**src/rtl/wb_trace_buffer.sv**
```systemverilog
// Writeback trace buffer: captures register-file writeback events into a FIFO
// and replays each one as a fixed-length LSB-first burst of OUT_W-bit words.
module wb_trace_buffer #(
    parameter int DATA_W = 32,
    parameter int ADDR_W = 5,
    parameter int DEPTH  = 8,
    parameter int OUT_W  = 8
) (
    input  logic                       clk,
    input  logic                       rst,
    input  logic                       wb_valid,
    input  logic [ADDR_W-1:0]          wb_rd,
    input  logic [DATA_W-1:0]          wb_data,
    input  logic                       filt_en,
    input  logic                       clear,
    output logic                       out_valid,
    output logic [OUT_W-1:0]           out_data,
    output logic                       out_last,
    input  logic                       out_ready,
    output logic [$clog2(DEPTH+1)-1:0] fifo_count,
    output logic                       overflow,
    output logic [7:0]                 drop_cnt
);

    localparam int REC_W   = ADDR_W + DATA_W;
    localparam int NWORDS  = (REC_W + OUT_W - 1) / OUT_W;
    localparam int SHIFT_W = NWORDS * OUT_W;
    localparam int PTR_W   = $clog2(DEPTH);
    localparam int CNT_W   = $clog2(DEPTH + 1);
    localparam int IDX_W   = (NWORDS > 1) ? $clog2(NWORDS) : 1;

    typedef enum logic {S_IDLE, S_SEND} state_t;

    state_t               state_q, state_d;
    logic [SHIFT_W-1:0]   shift_q, shift_d;
    logic [IDX_W-1:0]     idx_q, idx_d;
    logic [PTR_W-1:0]     wr_ptr_q, wr_ptr_d;
    logic [PTR_W-1:0]     rd_ptr_q, rd_ptr_d;
    logic [CNT_W-1:0]     count_q, count_d;
    logic                 overflow_q, overflow_d;
    logic [7:0]           drop_cnt_q, drop_cnt_d;

    logic [REC_W-1:0]     fifo_mem [DEPTH];
    logic [SHIFT_W-1:0]   head;
    logic                 qualified, handshake, last_word, push, pop, drop;

    assign qualified = wb_valid & ~clear & ~(filt_en & (wb_rd == '0));
    assign handshake = (state_q == S_SEND) & out_ready;
    assign last_word = (idx_q == IDX_W'(NWORDS - 1));
    // A pop needs an entry present before the edge, so an empty FIFO never bypasses.
    assign pop  = ~clear & (count_q != '0) & ((state_q == S_IDLE) | (handshake & last_word));
    assign push = qualified & ((count_q != CNT_W'(DEPTH)) | pop);
    assign drop = qualified & ~push;

    always_comb begin
        head = '0;
        head[REC_W-1:0] = fifo_mem[rd_ptr_q];
    end

    always_comb begin
        state_d    = state_q;
        shift_d    = shift_q;
        idx_d      = idx_q;
        wr_ptr_d   = wr_ptr_q;
        rd_ptr_d   = rd_ptr_q;
        count_d    = count_q;
        overflow_d = overflow_q;
        drop_cnt_d = drop_cnt_q;
        if (clear) begin
            state_d    = S_IDLE;
            wr_ptr_d   = '0;
            rd_ptr_d   = '0;
            count_d    = '0;
            overflow_d = 1'b0;
            drop_cnt_d = '0;
        end else begin
            unique case (state_q)
                S_IDLE: begin
                    if (pop) begin
                        shift_d = head;
                        idx_d   = '0;
                        state_d = S_SEND;
                    end
                end
                S_SEND: begin
                    if (handshake) begin
                        if (!last_word) begin
                            shift_d = shift_q >> OUT_W;
                            idx_d   = idx_q + IDX_W'(1);
                        end else if (pop) begin
                            shift_d = head;
                            idx_d   = '0;
                        end else begin
                            state_d = S_IDLE;
                        end
                    end
                end
                default: state_d = S_IDLE;
            endcase
            if (push) wr_ptr_d = wr_ptr_q + PTR_W'(1);
            if (pop)  rd_ptr_d = rd_ptr_q + PTR_W'(1);
            count_d = count_q + CNT_W'(push) - CNT_W'(pop);
            if (drop) begin
                overflow_d = 1'b1;
                if (drop_cnt_q != 8'hFF) drop_cnt_d = drop_cnt_q + 8'd1;
            end
        end
    end

    always_ff @(posedge clk or posedge rst) begin
        if (rst) begin
            state_q    <= S_IDLE;
            shift_q    <= '0;
            idx_q      <= '0;
            wr_ptr_q   <= '0;
            rd_ptr_q   <= '0;
            count_q    <= '0;
            overflow_q <= 1'b0;
            drop_cnt_q <= '0;
        end else begin
            state_q    <= state_d;
            shift_q    <= shift_d;
            idx_q      <= idx_d;
            wr_ptr_q   <= wr_ptr_d;
            rd_ptr_q   <= rd_ptr_d;
            count_q    <= count_d;
            overflow_q <= overflow_d;
            drop_cnt_q <= drop_cnt_d;
        end
    end

    // Storage carries no reset; occupancy is tracked by the pointers and count.
    always_ff @(posedge clk) begin
        if (push) fifo_mem[wr_ptr_q] <= {wb_rd, wb_data};
    end

    assign out_valid  = (state_q == S_SEND);
    assign out_last   = out_valid & last_word;
    assign out_data   = out_valid ? shift_q[OUT_W-1:0] : '0;
    assign fifo_count = count_q;
    assign overflow   = overflow_q;
    assign drop_cnt   = drop_cnt_q;

endmodule
```
**config.mk**
```make
export PLATFORM = sky130hd
export DESIGN_NAME = wb_trace_buffer
export DESIGN_NICKNAME = d
export VERILOG_FILES = /design/src/rtl/wb_trace_buffer.sv
export SDC_FILE = /design/constraint.sdc
export NUM_CORES = 1
export LEC_CHECK = 0
export BUFFER_PORTS_ARGS = -buffer_cell sky130_fd_sc_hd__buf_4
export CAP_MARGIN = 20
export CORE_UTILIZATION = 52
export DETAILED_ROUTE_END_ITERATION = 12
export GPL_ROUTABILITY_DRIVEN = 1
export PLACE_DENSITY = 0.79
export SETUP_SLACK_MARGIN = 0.02
export SLEW_MARGIN = 30
export SYNTH_ARGS = -nofsm -noshare
export SYNTH_HDL_FRONTEND = slang
export SYNTH_SLANG_ARGS = --single-unit
```
**constraint.sdc**
```tcl
create_clock -name clk -period 8.4 [get_ports clk]
set_clock_uncertainty 0.2 [all_clocks]
set_input_delay 0.42 -clock clk [delete_from_list [all_inputs] [get_ports clk]]
set_output_delay 0.42 -clock clk [all_outputs]
set_load 0.02 [all_outputs]
```
* Word level (Yosys, flattened, before mapping)
Memories as Yosys holds them, arrays and structs flattened.
Cells that the tools add are included.
** Operators by class
- Add/subtract/negate cells :: 6
- $mul :: 0
- Divide/modulo/power cells :: 0
- Magnitude comparators :: 0
- Equal/unequal tests :: 4
- Shift-type cells :: 0
- Multiplexer cells :: 26
- Bitwise logic cells :: 16
- Reductions and logical operators :: 8
** Operator list (count)
- $mux 40 :: 3
- $pmux 40 s2 :: 1
- $mux 8 :: 4
- $mux 3 :: 7
- $and 1x1->1 :: 10
- $add 3x1->3 const B :: 3
- $add 8x1->8 const B :: 1
- $mux 1 :: 8
- $ne 8x8->1 const B :: 1
- $reduce_bool 2->1 :: 4
- $pmux 3 s2 :: 1
- $logic_not 5->1 :: 1
- $add 4x1->4 :: 1
- $mux 4 :: 1
- $ne 4x4->1 const B :: 1
- $not 1->1 :: 4
- $reduce_and 2->1 :: 2
- $reduce_bool 4->1 :: 1
- $sub 4x1->4 :: 1
- $eq 3x3->1 const B :: 1
- $ne 2x1->1 const B :: 1
- $or 1x1->1 :: 2
- $pmux 1 s2 :: 1
** Word-level totals
- Register bits after elaboration :: 63
- Latch bits :: 0
- Memory bits (writable) :: 296
- ROM bits :: 0
- Input bits :: 43
- Output and inout port bits :: 23
- Logic and storage cells :: 69
- Memories kept :: 1
** Memories
- fifo_mem :: words 8, bits a word 37, rd ports 1, clocked after Yosys merged registers in 0, write ports 1, RTL line 43 : logic [REC_W-1:0] fifo_mem [DEPTH];

* Logic depth before layout (Yosys ltp)
- Depth in word-level cells :: 10
- Depth in mapped cells :: 11
- Depth with buffers taken out :: 11

* Least setup slack after synthesis
OpenSTA, ideal clock, no wires.
- Path type :: reg2reg
- Start point :: register count_q[2] (netlist: fifo_count[2])
- End point :: memory fifo_mem[0][0] (netlist name), enable pin
- Library setup time :: 0.537 ns
- Arrival time :: 5.294 ns
- Required time :: 7.663 ns
- Path slack :: 2.369 ns
- Stages on the path, launching flop included :: 8
- Buffers on the path :: 1
- Period minus slack after synthesis :: 6.031 ns
- Cell sequence :: dfrtp_1 -> inv_1 -> ha_1 -> nand4b_1 -> or3b_4 -> buf_6 -> nand2_1 -> nor4b_1
** On the way
- Cells in the longest elaborated chain, start to end :: 7
- Elaborated cells between the ends (all ways) :: 8
** RTL lines
- start, declared :: RTL line 39 : logic [CNT_W-1:0] count_q, count_d;
- start signal, assigned :: RTL line 126 : count_q <= count_d;
- $reduce_bool 4->1 :: RTL line 51 : assign pop = ~clear & (count_q != '0) & ((state_q == S_IDLE) | (handshake & last_word));
- $and 1x1->1 (2 in series) :: RTL line 51
- $or 1x1->1 * :: RTL line 52 : assign push = qualified & ((count_q != CNT_W'(DEPTH)) | pop);
- $and 1x1->1 * :: RTL line 52
- $mux 1 * :: RTL line 134 : if (push) fifo_mem[wr_ptr_q] <= {wb_rd, wb_data};
- $mux 1 (not written as such) * :: RTL line 134
- end, declared :: RTL line 43
Mark *: on every way between the ends. The rest lies on a longest branch, timed or not.

* Worst setup path after layout
- Start point :: input port wb_rd[3]
- End point :: register count_q[2] (netlist: fifo_count[2])
** On the way
- Cells in the longest elaborated chain, start to end :: 8
** RTL lines
- start, declared :: RTL line 12 : input logic [ADDR_W-1:0] wb_rd,
- $logic_not 5->1 :: RTL line 47 : assign qualified = wb_valid & ~clear & ~(filt_en & (wb_rd == '0));
- $and 1x1->1 :: RTL line 47
- $not 1->1 :: RTL line 47
- $and 1x1->1 :: RTL line 47
- $and 1x1->1 :: RTL line 52
- $add 4x1->4 :: RTL line 102 : count_d = count_q + CNT_W'(push) - CNT_W'(pop);
- $sub 4x1->4 :: RTL line 102
- $mux 4 :: RTL line 69 : if (clear) begin
- via count_d[2] :: RTL line 39
The timed path passes the listed nets, and every way through them passes these cells.
A chain may end at the register's enable or synchronous reset.

==> results.md <==
* Post-synth EDFFs at 296
* Power share of the clock group at 33.0%
* Initial Util at 53.5%
* First-pass GRT wire length at 44500 um
* Count leader, synth: edfxtp_1
* Startpoint type of the worst setup path: input port
* Synth warn at 0
* Sw Ratio at 26.4%
* Share of layout cells above drive strength 1 at 25.7%
* Max-Cap Viols at 0
* GRT Util Overall at 21.2%
* Overall Power at 4.58 mW
* Synth top area cells: edfxtp_1 (63%), mux4_2 (12%), dfrtp_1 (11%)
* Crit. End Element: flop
* Crit path kind: input port to flop
* Crit path DAT at 3.63 ns
* Register area at 10500 um2
* Placeable Area at 26300 um2
* Hold Crit Depth at 2
* First-pass iteration count of the detailed router at 9
* Synthesized Nets at 775
* Flop pwr share at 47.7%
* Post CTS Setup Buffer Count at 0
* # fillers at 1804
* Grt met3 use at 4.16%
* CTS tree: yes
* Post-synth top area cell: edfxtp_1
* Layer with the highest usage: met2
* Peak ir drop on the vdd network at 0.177 mV
* Internal power at 3.37 mW
* TritonCTS Sinks at 359
* Final WL at 28100 um
* Leak at 5.49 nW
* Antenna violations before repair at 0
* Footprint of the multi-input gates at 3440 um2
* Clock transition at path regs at 0.06 ns
* Top cells by count, synth: edfxtp_1 (296), mux4_2 (74), dfrtp_1 (63)
* Per-cell routed wire length at 23.4 um
* Clk root buf: clkbuf_16
* Number of global-route vias before repair at 7618
* Final min period at 3.44 ns
* Die width at 166 um
* Routed vias/inst at 6.10
* DR vias at 7315
* Gp weighted congestion at 0.768
* Share of the synthesized area in the top cell type at 63.2%
* DRT iter0 DRCs at 755
* Setup TNS at 0 ns
* Slew margin rel. at 42.6%
* Worst Hold Class: input port to flop
* Pins Over Slew Limit at 0
* Area Growth Syn to Fin at 17.3%
* M2 GR Usage at 34.5%
* Ys flop type: edfxtp_1
* Final Setup Violations at 0
* Synthesized instance count at 721
* Detail Route Antenna Nets at 0
* Largest net degree at the start of global routing at 77
* Clock insertion delay at the later pin of the skew report at 0.51 ns
* Nets@finish at 895
* Seq cells post-synth at 359
* Failing checks: DRC
* Synth Cell Area at 14100 um2
* Ports at 66
* Seq/Total Area, Yosys at 74.5%
* Fmax at 291 MHz
* Post-route DRC at 7
* H-tree lvl count at 2
* RSZ-0062 raised after global routing: false
* Syn_area_per_cell at 19.5 um2
* Worst r2r path cells at 7
* Grt met1 use at 29.4%
* Net switching power at 1.21 mW
* Worst EP required at 8.59 ns
* Worst-margin pin slew at 0.860 ns
* Die Y-Extent at 166 um
* Die Area at 27700 um2
* Synth cell types at 52
* Final Hold Vio Count at 0
* I/O Buffers at 65
* Rows at 59
* Pwr/cell area at 278 nW/um2
* Share of power burned in combinational logic at 19.2%
* Part of the cycle the worst path needs at 40.9%
* Max Fanout on Critical Path at 12
* Async SR Flop Fraction at 17.5%
* ANT cells at 0
* Clock buffer depth at 3
* Grt total ovfl at 0
* Gates resized, CTS repair at 0
* Status: finished, violations left
* Detailed Place HPWL at 15800 um
* CTS Buf Count at 36
cell usage in the layout, fill, tap and decap left out, drive strengths merged, types with 10 or more instances in the layout:
| master | count |
|---|---|
| a21oi | 40 |
| buf | 82 |
| clkbuf | 46 |
| clkinv | 14 |
| dfrtp | 63 |
| dlygate4sd3 | 38 |
| edfxtp | 296 |
| ha | 10 |
| inv | 14 |
| mux2i | 42 |
| mux4 | 74 |
| nand2 | 12 |
| nor2 | 15 |
| o22ai | 38 |
power groups by stage:
stage	clock network, mW	registers, mW	logic [mW]
5_1_grt	1.61	2.20	0.954
4_1_cts	1.54	2.18	0.887
3_5_place_dp	0	2.22	0.857
6_report	1.51	2.18	0.880
3_3_place_gp	0	2.21	0.834
2_1_floorplan	0	2.16	0.644
flip-flops by register name, summed over array words and instances (netlist names):
signal and count:
fifo_mem 296, shift_q 40, drop_cnt 8, fifo_count 4, idx_q 3, rd_ptr_q 3, wr_ptr_q 3, out_valid 1
overflow 1
metal layers:
| metal | wire (um) | vias up |
|---|---|---|
| met2 | 13900 | 264 |
| li1 | - | 3178 |
| met1 | 11600 | 3816 |
| met5 | 0 | - |
| met4 | 673 | 0 |
| met3 | 1960 | 57 |
logic make-up after synthesis:
family                   Yosys count  synth area share (%)
AND/OR/NAND/NOR                   80                  3.48
buffers and inverters             53                  1.56
XOR/XNOR                           3                 0.187
adder cells (fa/ha/maj)           11                  1.03
AO/OA/AOI/OAI                     95                  4.12
flip-flops                       359                  74.5
multiplexers                     120                  15.2
worst max-delay path, stage by stage:
cell and delay, ns:
dlygate4sd3_1 0.53, buf_4 0.16, or4b_1 0.63, o311ai_4 0.61, nand2_1 0.19, o21ai_0 0.15, ha_1 0.22, inv_1 0.07
fa_1 0.42, xor2_1 0.16, nor2_1 0.05
stage by stage:
step	hold WS (ns)	utilization [%]	setup WS, ns	area, um2	std cells
6_report	0.0758	62.7	4.96	16500	1200
5_1_grt	0.0875	62.7	4.80	16500	1200
4_1_cts	0.0625	62.7	4.73	16500	1200
3_5_place_dp	0.299	57.1	4.76	15000	1100
3_3_place_gp	0.283	57.0	4.90	15000	1100
2_1_floorplan	0.265	-	2.37	14100	721
path summary, 6_finish.rpt:
kind / start / to / slack (ns)
setup / recovery: wb_rd[3] / fifo_count[2] / 4.96
hold / removal: clear / fifo_count[2] / 0.08
setup reg to reg: idx_q[0] / fifo_mem[3][25] / 5.21
hold reg to reg: shift_q[39] / shift_q[39] / 0.32
max in group asynchronous: rst / rd_ptr_q[0] / 6.88
min in group asynchronous: rst / shift_q[7] / 0.52
what timing repair did:
item,CTS,global route
endpoints found under the setup margin,0,0
hold endpoints to repair,342,0
hold buffers,38,0
cell type report:
cell class / count / share of cell area (%)
clock buffers: 46 / 5.82
clock inverters: 16 / 0.873
inverters: 15 / 0.341
multi-input cells: 309 / 20.9
flip-flops and latches: 359 / 63.5
well taps: 335 / 2.54
repair buffers: 120 / 6.06
(Power assumes the default switching activity.)
